### src/rtl/cpu_pkg.sv
// Shared CPU datapath constants: bus width, IR field positions and the
// out-select bit assignments used by the register bank and the out-encoder.
package cpu_pkg;

  localparam int DATA_W  = 32;
  localparam int NREGS   = 16;
  localparam int FIELD_W = 4;
  localparam int RA_LSB  = 23;
  localparam int RB_LSB  = 19;
  localparam int RC_LSB  = 15;
  localparam int OSEL_W  = 24;

  // Positions of the register requests within the 24-bit out-select word
  typedef enum logic [4:0] {
    OSEL_R0  = 5'd0,  OSEL_R1  = 5'd1,  OSEL_R2  = 5'd2,  OSEL_R3  = 5'd3,
    OSEL_R4  = 5'd4,  OSEL_R5  = 5'd5,  OSEL_R6  = 5'd6,  OSEL_R7  = 5'd7,
    OSEL_R8  = 5'd8,  OSEL_R9  = 5'd9,  OSEL_R10 = 5'd10, OSEL_R11 = 5'd11,
    OSEL_R12 = 5'd12, OSEL_R13 = 5'd13, OSEL_R14 = 5'd14, OSEL_R15 = 5'd15
  } osel_e;

  function automatic logic [NREGS-1:0] reg_onehot(input logic [FIELD_W-1:0] idx);
    logic [NREGS-1:0] v;
    v      = '0;
    v[idx] = 1'b1;
    return v;
  endfunction

endpackage

### src/rtl/reg_bank_sel_if.sv
// Control/data bundle between the control unit, bus multiplexer and the register bank.
interface reg_bank_sel_if;
  import cpu_pkg::*;

  logic [DATA_W-1:0]       ir;
  logic                    gra;
  logic                    grb;
  logic                    grc;
  logic                    rin;
  logic                    rout;
  logic                    ba_out;
  logic [DATA_W-1:0]       bus_data;
  logic [NREGS*DATA_W-1:0] reg_q;
  logic [NREGS-1:0]        rout_onehot;
  logic [NREGS-1:0]        sel_onehot;

  modport master (
    output ir, gra, grb, grc, rin, rout, ba_out, bus_data,
    input  reg_q, rout_onehot, sel_onehot
  );

  modport slave (
    input  ir, gra, grb, grc, rin, rout, ba_out, bus_data,
    output reg_q, rout_onehot, sel_onehot
  );
endinterface

### src/rtl/gp_reg32.sv
// General-purpose register with synchronous active-high clear and load enable.
module gp_reg32
  import cpu_pkg::*;
#(
  parameter int W = DATA_W
) (
  input  logic         clock,
  input  logic         clear,
  input  logic         i_ld,
  input  logic [W-1:0] i_d,
  output logic [W-1:0] o_q
);

  logic [W-1:0] r_q;

  always_ff @(posedge clock) begin
    if (clear) begin
      r_q <= '0;
    end else if (i_ld) begin
      r_q <= i_d;
    end
  end

  assign o_q = r_q;

endmodule

### src/rtl/reg_bank_sel.sv
// 16 x 32 register bank with Ra/Rb/Rc select decode, out-request generation
// and R0 zero-gating for base-address arithmetic.
module reg_bank_sel
  import cpu_pkg::*;
(
  input  logic           clock,
  input  logic           clear,
  reg_bank_sel_if.slave  bus
);

  logic [FIELD_W-1:0]      w_ra;
  logic [FIELD_W-1:0]      w_rb;
  logic [FIELD_W-1:0]      w_rc;
  logic [NREGS-1:0]        w_sel;
  logic [NREGS-1:0]        w_ld;
  logic [DATA_W-1:0]       w_q [NREGS];
  logic                    w_r0_gate;

  // Only the three fields are sliced out, so unused IR bits never reach the decode
  assign w_ra = bus.ir[RA_LSB +: FIELD_W];
  assign w_rb = bus.ir[RB_LSB +: FIELD_W];
  assign w_rc = bus.ir[RC_LSB +: FIELD_W];

  always_comb begin
    w_sel = '0;
    if (bus.gra) w_sel = w_sel | reg_onehot(w_ra);
    if (bus.grb) w_sel = w_sel | reg_onehot(w_rb);
    if (bus.grc) w_sel = w_sel | reg_onehot(w_rc);
  end

  assign w_ld             = w_sel & {NREGS{bus.rin}};
  assign bus.sel_onehot   = w_sel;
  assign bus.rout_onehot  = w_sel & {NREGS{bus.rout | bus.ba_out}};
  assign w_r0_gate        = bus.ba_out & w_sel[OSEL_R0];

  genvar gi;
  generate
    for (gi = 0; gi < NREGS; gi++) begin : g_reg
      gp_reg32 #(.W(DATA_W)) u_reg (
        .clock (clock),
        .clear (clear),
        .i_ld  (w_ld[gi]),
        .i_d   (bus.bus_data),
        .o_q   (w_q[gi])
      );

      if (gi == 0) begin : g_r0
        // Gating only masks the driven word; the stored R0 is untouched
        assign bus.reg_q[gi*DATA_W +: DATA_W] = w_r0_gate ? '0 : w_q[gi];
      end else begin : g_rn
        assign bus.reg_q[gi*DATA_W +: DATA_W] = w_q[gi];
      end
    end
  endgenerate

endmodule

### src/flat_wrapper.sv
// flat-port wrapper written by rule: the top's interface ports become plain ports
module reg_bank_sel_flat import cpu_pkg::*;
  (clock, clear, bus_ir, bus_gra, bus_grb, bus_grc, bus_rin, bus_rout, bus_ba_out, bus_bus_data, bus_reg_q, bus_rout_onehot, bus_sel_onehot);
  reg_bank_sel_if bus_i ();
  input  logic clock;
  input  logic clear;
  input wire logic [$bits(bus_i.ir)-1:0] bus_ir;
  input wire logic [$bits(bus_i.gra)-1:0] bus_gra;
  input wire logic [$bits(bus_i.grb)-1:0] bus_grb;
  input wire logic [$bits(bus_i.grc)-1:0] bus_grc;
  input wire logic [$bits(bus_i.rin)-1:0] bus_rin;
  input wire logic [$bits(bus_i.rout)-1:0] bus_rout;
  input wire logic [$bits(bus_i.ba_out)-1:0] bus_ba_out;
  input wire logic [$bits(bus_i.bus_data)-1:0] bus_bus_data;
  output wire logic [$bits(bus_i.reg_q)-1:0] bus_reg_q;
  output wire logic [$bits(bus_i.rout_onehot)-1:0] bus_rout_onehot;
  output wire logic [$bits(bus_i.sel_onehot)-1:0] bus_sel_onehot;
  assign bus_i.ir = bus_ir;
  assign bus_i.gra = bus_gra;
  assign bus_i.grb = bus_grb;
  assign bus_i.grc = bus_grc;
  assign bus_i.rin = bus_rin;
  assign bus_i.rout = bus_rout;
  assign bus_i.ba_out = bus_ba_out;
  assign bus_i.bus_data = bus_bus_data;
  assign bus_reg_q = bus_i.reg_q;
  assign bus_rout_onehot = bus_i.rout_onehot;
  assign bus_sel_onehot = bus_i.sel_onehot;
  reg_bank_sel u_core (.clock(clock), .clear(clear), .bus(bus_i));
endmodule
### config.mk
export PLATFORM = sky130hd
export DESIGN_NAME = reg_bank_sel_flat
export DESIGN_NICKNAME = d
export VERILOG_FILES = /design/src/rtl/cpu_pkg.sv /design/src/rtl/reg_bank_sel_if.sv /design/src/rtl/gp_reg32.sv /design/src/rtl/reg_bank_sel.sv /design/src/flat_wrapper.sv
export SDC_FILE = /design/constraint.sdc
export NUM_CORES = 1
export LEC_CHECK = 0
export CAP_MARGIN = 10
export CORE_MARGIN = 1.5
export CORE_UTILIZATION = 30
export CTS_CLUSTER_SIZE = 14
export DETAILED_ROUTE_END_ITERATION = 8
export PLACE_DENSITY_LB_ADDON = 0.15
export SYNTH_ARGS = -nofsm -noshare
export SYNTH_HDL_FRONTEND = slang
export SYNTH_HIERARCHICAL = 1
export SYNTH_SLANG_ARGS = --single-unit
export TNS_END_PERCENT = 100
### constraint.sdc
create_clock -name clock -period 3.7 [get_ports clock]
set_input_delay 0.37 -clock clock [delete_from_list [all_inputs] [get_ports clock]]
set_output_delay 0.37 -clock clock [all_outputs]
set_load 0.05 [all_outputs]
======== Word level (Yosys, flattened, before mapping) ========
Cells that the tools add are included.
storage, ports and cells
  register bits after elaboration ......... 512
  latch bits .............................. 0
  RAM bits ................................ 0
  bits in read-only memories .............. 0
  input bits .............................. 72
  memories ................................ 0
cells by class
  add/sub/neg operators ................... 0
  $mul .................................... 0
  div/mod/pow operators ................... 0
  $lt $le $gt $ge ......................... 6
  equal/unequal tests ..................... 0
  shift operators ......................... 0
  multiplexer cells ....................... 10
  bitwise gates (word level) .............. 6
  reductions and logical operators ........ 3
operators with widths
  kind                count
  $mux 16             3
  $and 16x16->16      2
  $mux 32             1
  $or 16x16->16       2
  $lt 4x5->1 const B  3
  $demux 1 s4         3
  $ge 4x1->1 const B  3
  $logic_and 1x1->1   3
  $mux 1              3
  $and 1x1->1         1
  $or 1x1->1          1

======== Depth between registers and ports, before layout ========
  depth after elaboration ................. 11
  mapped depth ............................ 7
  mapped depth without buffers ............ 5

======== Hierarchy ========
Netlist, hierarchy kept.
modules (own cells, without submodules)
  module        instances  cells an instance  area an instance (um^2)
  gp_reg32      16         103                1,163.6
  reg_bank_sel  1          155                1,122.3

======== Worst setup path after synthesis ========
OpenSTA, ideal clock, no wires.
  path type ............................... input-to-output
  start point ............................. input bus_gra
  end point ............................... output bus_reg_q[2]
  arrival time ............................ 2.003 ns
  data required time ...................... 3.330 ns
  path slack .............................. 1.327 ns
  cell stages on the path ................. 3
  buffers on the path ..................... 0
  path through ............................ nor3b_4 > a32o_2 > nor3b_1
between the ends
  longest elaborated chain between the ends .. 7
ends and longest elaborated chain
  what                RTL line            RTL
  start: declaration  flat_wrapper.sv:8   input wire logic [$bits(bus_i.gra)-1:0] bus_gra;
  $mux 16 *           reg_bank_sel.sv:26  if (bus.gra) w_sel = w_sel | reg_onehot(w_ra);
  $or 16x16->16       reg_bank_sel.sv:27  if (bus.grb) w_sel = w_sel | reg_onehot(w_rb);
  $mux 16 *           reg_bank_sel.sv:27
  $or 16x16->16       reg_bank_sel.sv:28  if (bus.grc) w_sel = w_sel | reg_onehot(w_rc);
  $mux 16 *           reg_bank_sel.sv:28
  $and 1x1->1 *       reg_bank_sel.sv:34  assign w_r0_gate = bus.ba_out & w_sel[OSEL_R0];
  $mux 32 *           reg_bank_sel.sv:49  assign bus.reg_q[gi*DATA_W +: DATA_W] = w_r0_gate ? '0 : w_q[gi];
  end: declaration    flat_wrapper.sv:15  output wire logic [$bits(bus_i.reg_q)-1:0] bus_reg_q;
Mark *: on every way between the ends. The rest lies on a longest branch, timed or not.

======== Worst setup path in the final report ========
  start point ............................. input bus_ba_out
  end point ............................... output bus_rout_onehot[5]
between the ends
  longest elaborated chain between the ends .. 2
ends and longest elaborated chain
  what                RTL line            RTL
  start: declaration  flat_wrapper.sv:13  input wire logic [$bits(bus_i.ba_out)-1:0] bus_ba_out;
  $or 1x1->1          reg_bank_sel.sv:33  assign bus.rout_onehot = w_sel & {NREGS{bus.rout | bus.ba_out}};
  $and 16x16->16      reg_bank_sel.sv:33
  end: declaration    flat_wrapper.sv:16  output wire logic [$bits(bus_i.rout_onehot)-1:0] bus_rout_onehot;
Every way passes these cells.

==> metrics.txt <==
status=finished clean; Core Rows=93; H-tree depth=2; antenna-violating nets left=0; worst-skew pair later-pin latency=a little under 0.6 ns; CP dominant cell by count=clkdlybuf4s50_1; RSZ-0062 raised after global routing=false; ratio of cells with drive above 1 in the final layout=0.08098; wire per inst=between 20 and 25 um; Place WS=0.5474 ns; clk slew on worst S/H paths=0.06 ns; # DRC=0; PwrDens=between 400 and 500 mW/mm^2; hold buffer count at CTS=0; mean area per synthesized cell=10.95 um^2; Multi-input gate area=roughly 0.0083 mm^2; CP bufs+invs=2; largest cells by area after synthesis=dfxtp_1 52%, mux2i_1 26%, nor2_1 9.8%, buf_12 4.9%, nor3b_2 2.0%; Net Count, Synth=approximately 1,900; unique cell type count in the Yosys netlist=24; Tmin final=roughly 3.2 ns; CP endpoint kind=output port; CP top delay family=buffers and inverters; # IOs=616; static leakage=about 9.6 nW; post-synthesis register bit count=512; final setup TNS=0 ns; mapped cell area=a little under 0.02 mm^2; pin count of the biggest net entering global routing=approximately 120; register area=slightly above 0.01 mm^2; max cap viols=0; Die X=approximately 260 um; initial antenna violation count=1; Final Cell Area=between 0.02 and 0.03 mm^2; Post-Layout Cell Count=3,264; Worst slew margin=0.1677; Syn. warnings=6; sequential-to-total area share from yosys stat=0.5192; die height=~260 um; CTS resizes=0; Setup WS post-layout=0.4937 ns; cell taking the most area after synthesis=dfxtp_1; via count=roughly 15,000; clk sinks=about 500; CP Launch Type=input port; share of the synthesized area in the top cell type=0.5192; Final Total Pwr=between 10 and 15 mW; worst path cell trace=clkdlybuf4s50_1 -> nor2_1 -> a21oi_1 -> clkdlybuf4s50_1; area grow syn2layout=40.03%; DRT Wirelength=approximately 74,000 um; Util after Layout=0.4272; Post-CTS Setup Bufs=0; die area=0.06735 mm^2; grt ovf=0; CTS Root Cell=clkbuf_16; initial core utilization=0.3051; gpl congestion=between 0.8 and 0.9; number of flip-flops under the largest register name=about 510; Final #Nets=2,443; number of global-route vias before repair=about 15,000; first-pass GRT wire length=around 100,000 um; Crit path required time=about 3.3 ns; CP Max Fanout=16; cts bufs inserted=57; most common cell after layout, fill and taps aside=clkdlybuf4s50_1; Slowest Stage Delay on Critical Path=about 1 ns; Worst EP arrival=~2.8 ns; All-Layer GR Usage=0.2105; WHS=0.3105 ns; Final Hold Viols=0; type of the most critical hold path=in -> reg; Fmax=between 300 and 400 MHz; Max clock buf depth=3; kind of critical path=in -> out; 1st-pass router iterations=5; Crit-path slowest cell=nor2_1; placed cells=3,167; initial DRC count=between 800 and 900; Worst VDD drop=0.3626 mV; FILL cells=about 6,300; Gate Count Post-Synth=roughly 1,800; Detailed Place HPWL=50,010 um; DR vias/cell=roughly 4.6; Setup-failing EPs final=0; dpl cell area=around 0.026 mm^2; # port buffers=595; Tightest Pin Transition=about 1.2 ns; Slew Limit Fails=0; most frequent cells in the layout=569 x clkdlybuf4s50_1, 514 x nor2_1, 512 x mux2i_1, 512 x dfxtp_1, 57 x clkbuf_16; period utilisation layout=0.8666; Core Area=between 0.06 and 0.07 mm^2; Setup Skew=0 ns; CTS tree=built
-- synthesized netlist by cell type --
cell type and count:
a21oi_1 18, a22oi_1 5, a31oi_1 14, a32o_2 1, a32oi_1 4, and2_1 1
and2b_2 2, and3_1 4, and3b_1 6, buf_12 48, buf_4 1, buf_6 22
clkbuf_1 50, dfxtp_1 512, inv_1 1, mux2i_1 512, nand2_1 35, nand3_1 11
nor2_1 514, nor2_2 2, nor2b_1 4, nor3b_1 3, nor3b_2 32, nor3b_4 1
-- cell type report --
cell class | instances | area share
multi-input combinational | 1169 | 0.2999
sequential | 512 | 0.3708
tap | 855 | 0.03870
antenna | 1 | 0.00009053
inverter | 1 | 0.0001358
timing repair buffer | 630 | 0.2279
clock buffer | 88 | 0.06088
clock inverter | 8 | 0.001584
-- kinds of logic (layout without fill, tap and decap cells) --
family                 after synthesis  count (layout)  synth area share
AO/OA/AOI/OAI                       42              42           0.01325
buffers and inverters              122             727           0.07131
flip-flops                         512             512            0.5192
multiplexers                       512             512            0.2596
other                                0               1                 0
AND/OR/NAND/NOR                    615             615            0.1366
-- per-layer routing --
layer  up-vias  routed length [um]  global-route usage
li1       7173                   -                   -
met1      7341               29710              0.2493
met2       505               36260              0.3587
met3       118                5501             0.06112
met4         0                2701             0.07930
met5         -                   0                   0
-- path summary, 6_finish.rpt --
| kind | from | to | slack [ns] | cells after the start |
|---|---|---|---|---|
| worst min register to register | u_core/g_reg[0].u_reg/o_q[18] | u_core/g_reg[0].u_reg/o_q[18] | 0.48 | 2 |
| worst min-delay path | clear | u_core/g_reg[8].u_reg/o_q[20] | 0.31 | 2 |
| worst max-delay path | bus_ba_out | bus_rout_onehot[5] | 0.49 | 4 |
| worst max register to register | u_core/g_reg[1].u_reg/o_q[21] | u_core/g_reg[1].u_reg/o_q[21] | 3.02 | 2 |
-- power breakdown --
group          internal, mW  switching, mW  total (mW)
sequential             5.63         0.0570        5.68
clock                  3.09           2.24        5.32
combinational         0.450           1.01        1.46
Note: power is estimated with default switching activity, not from simulation.
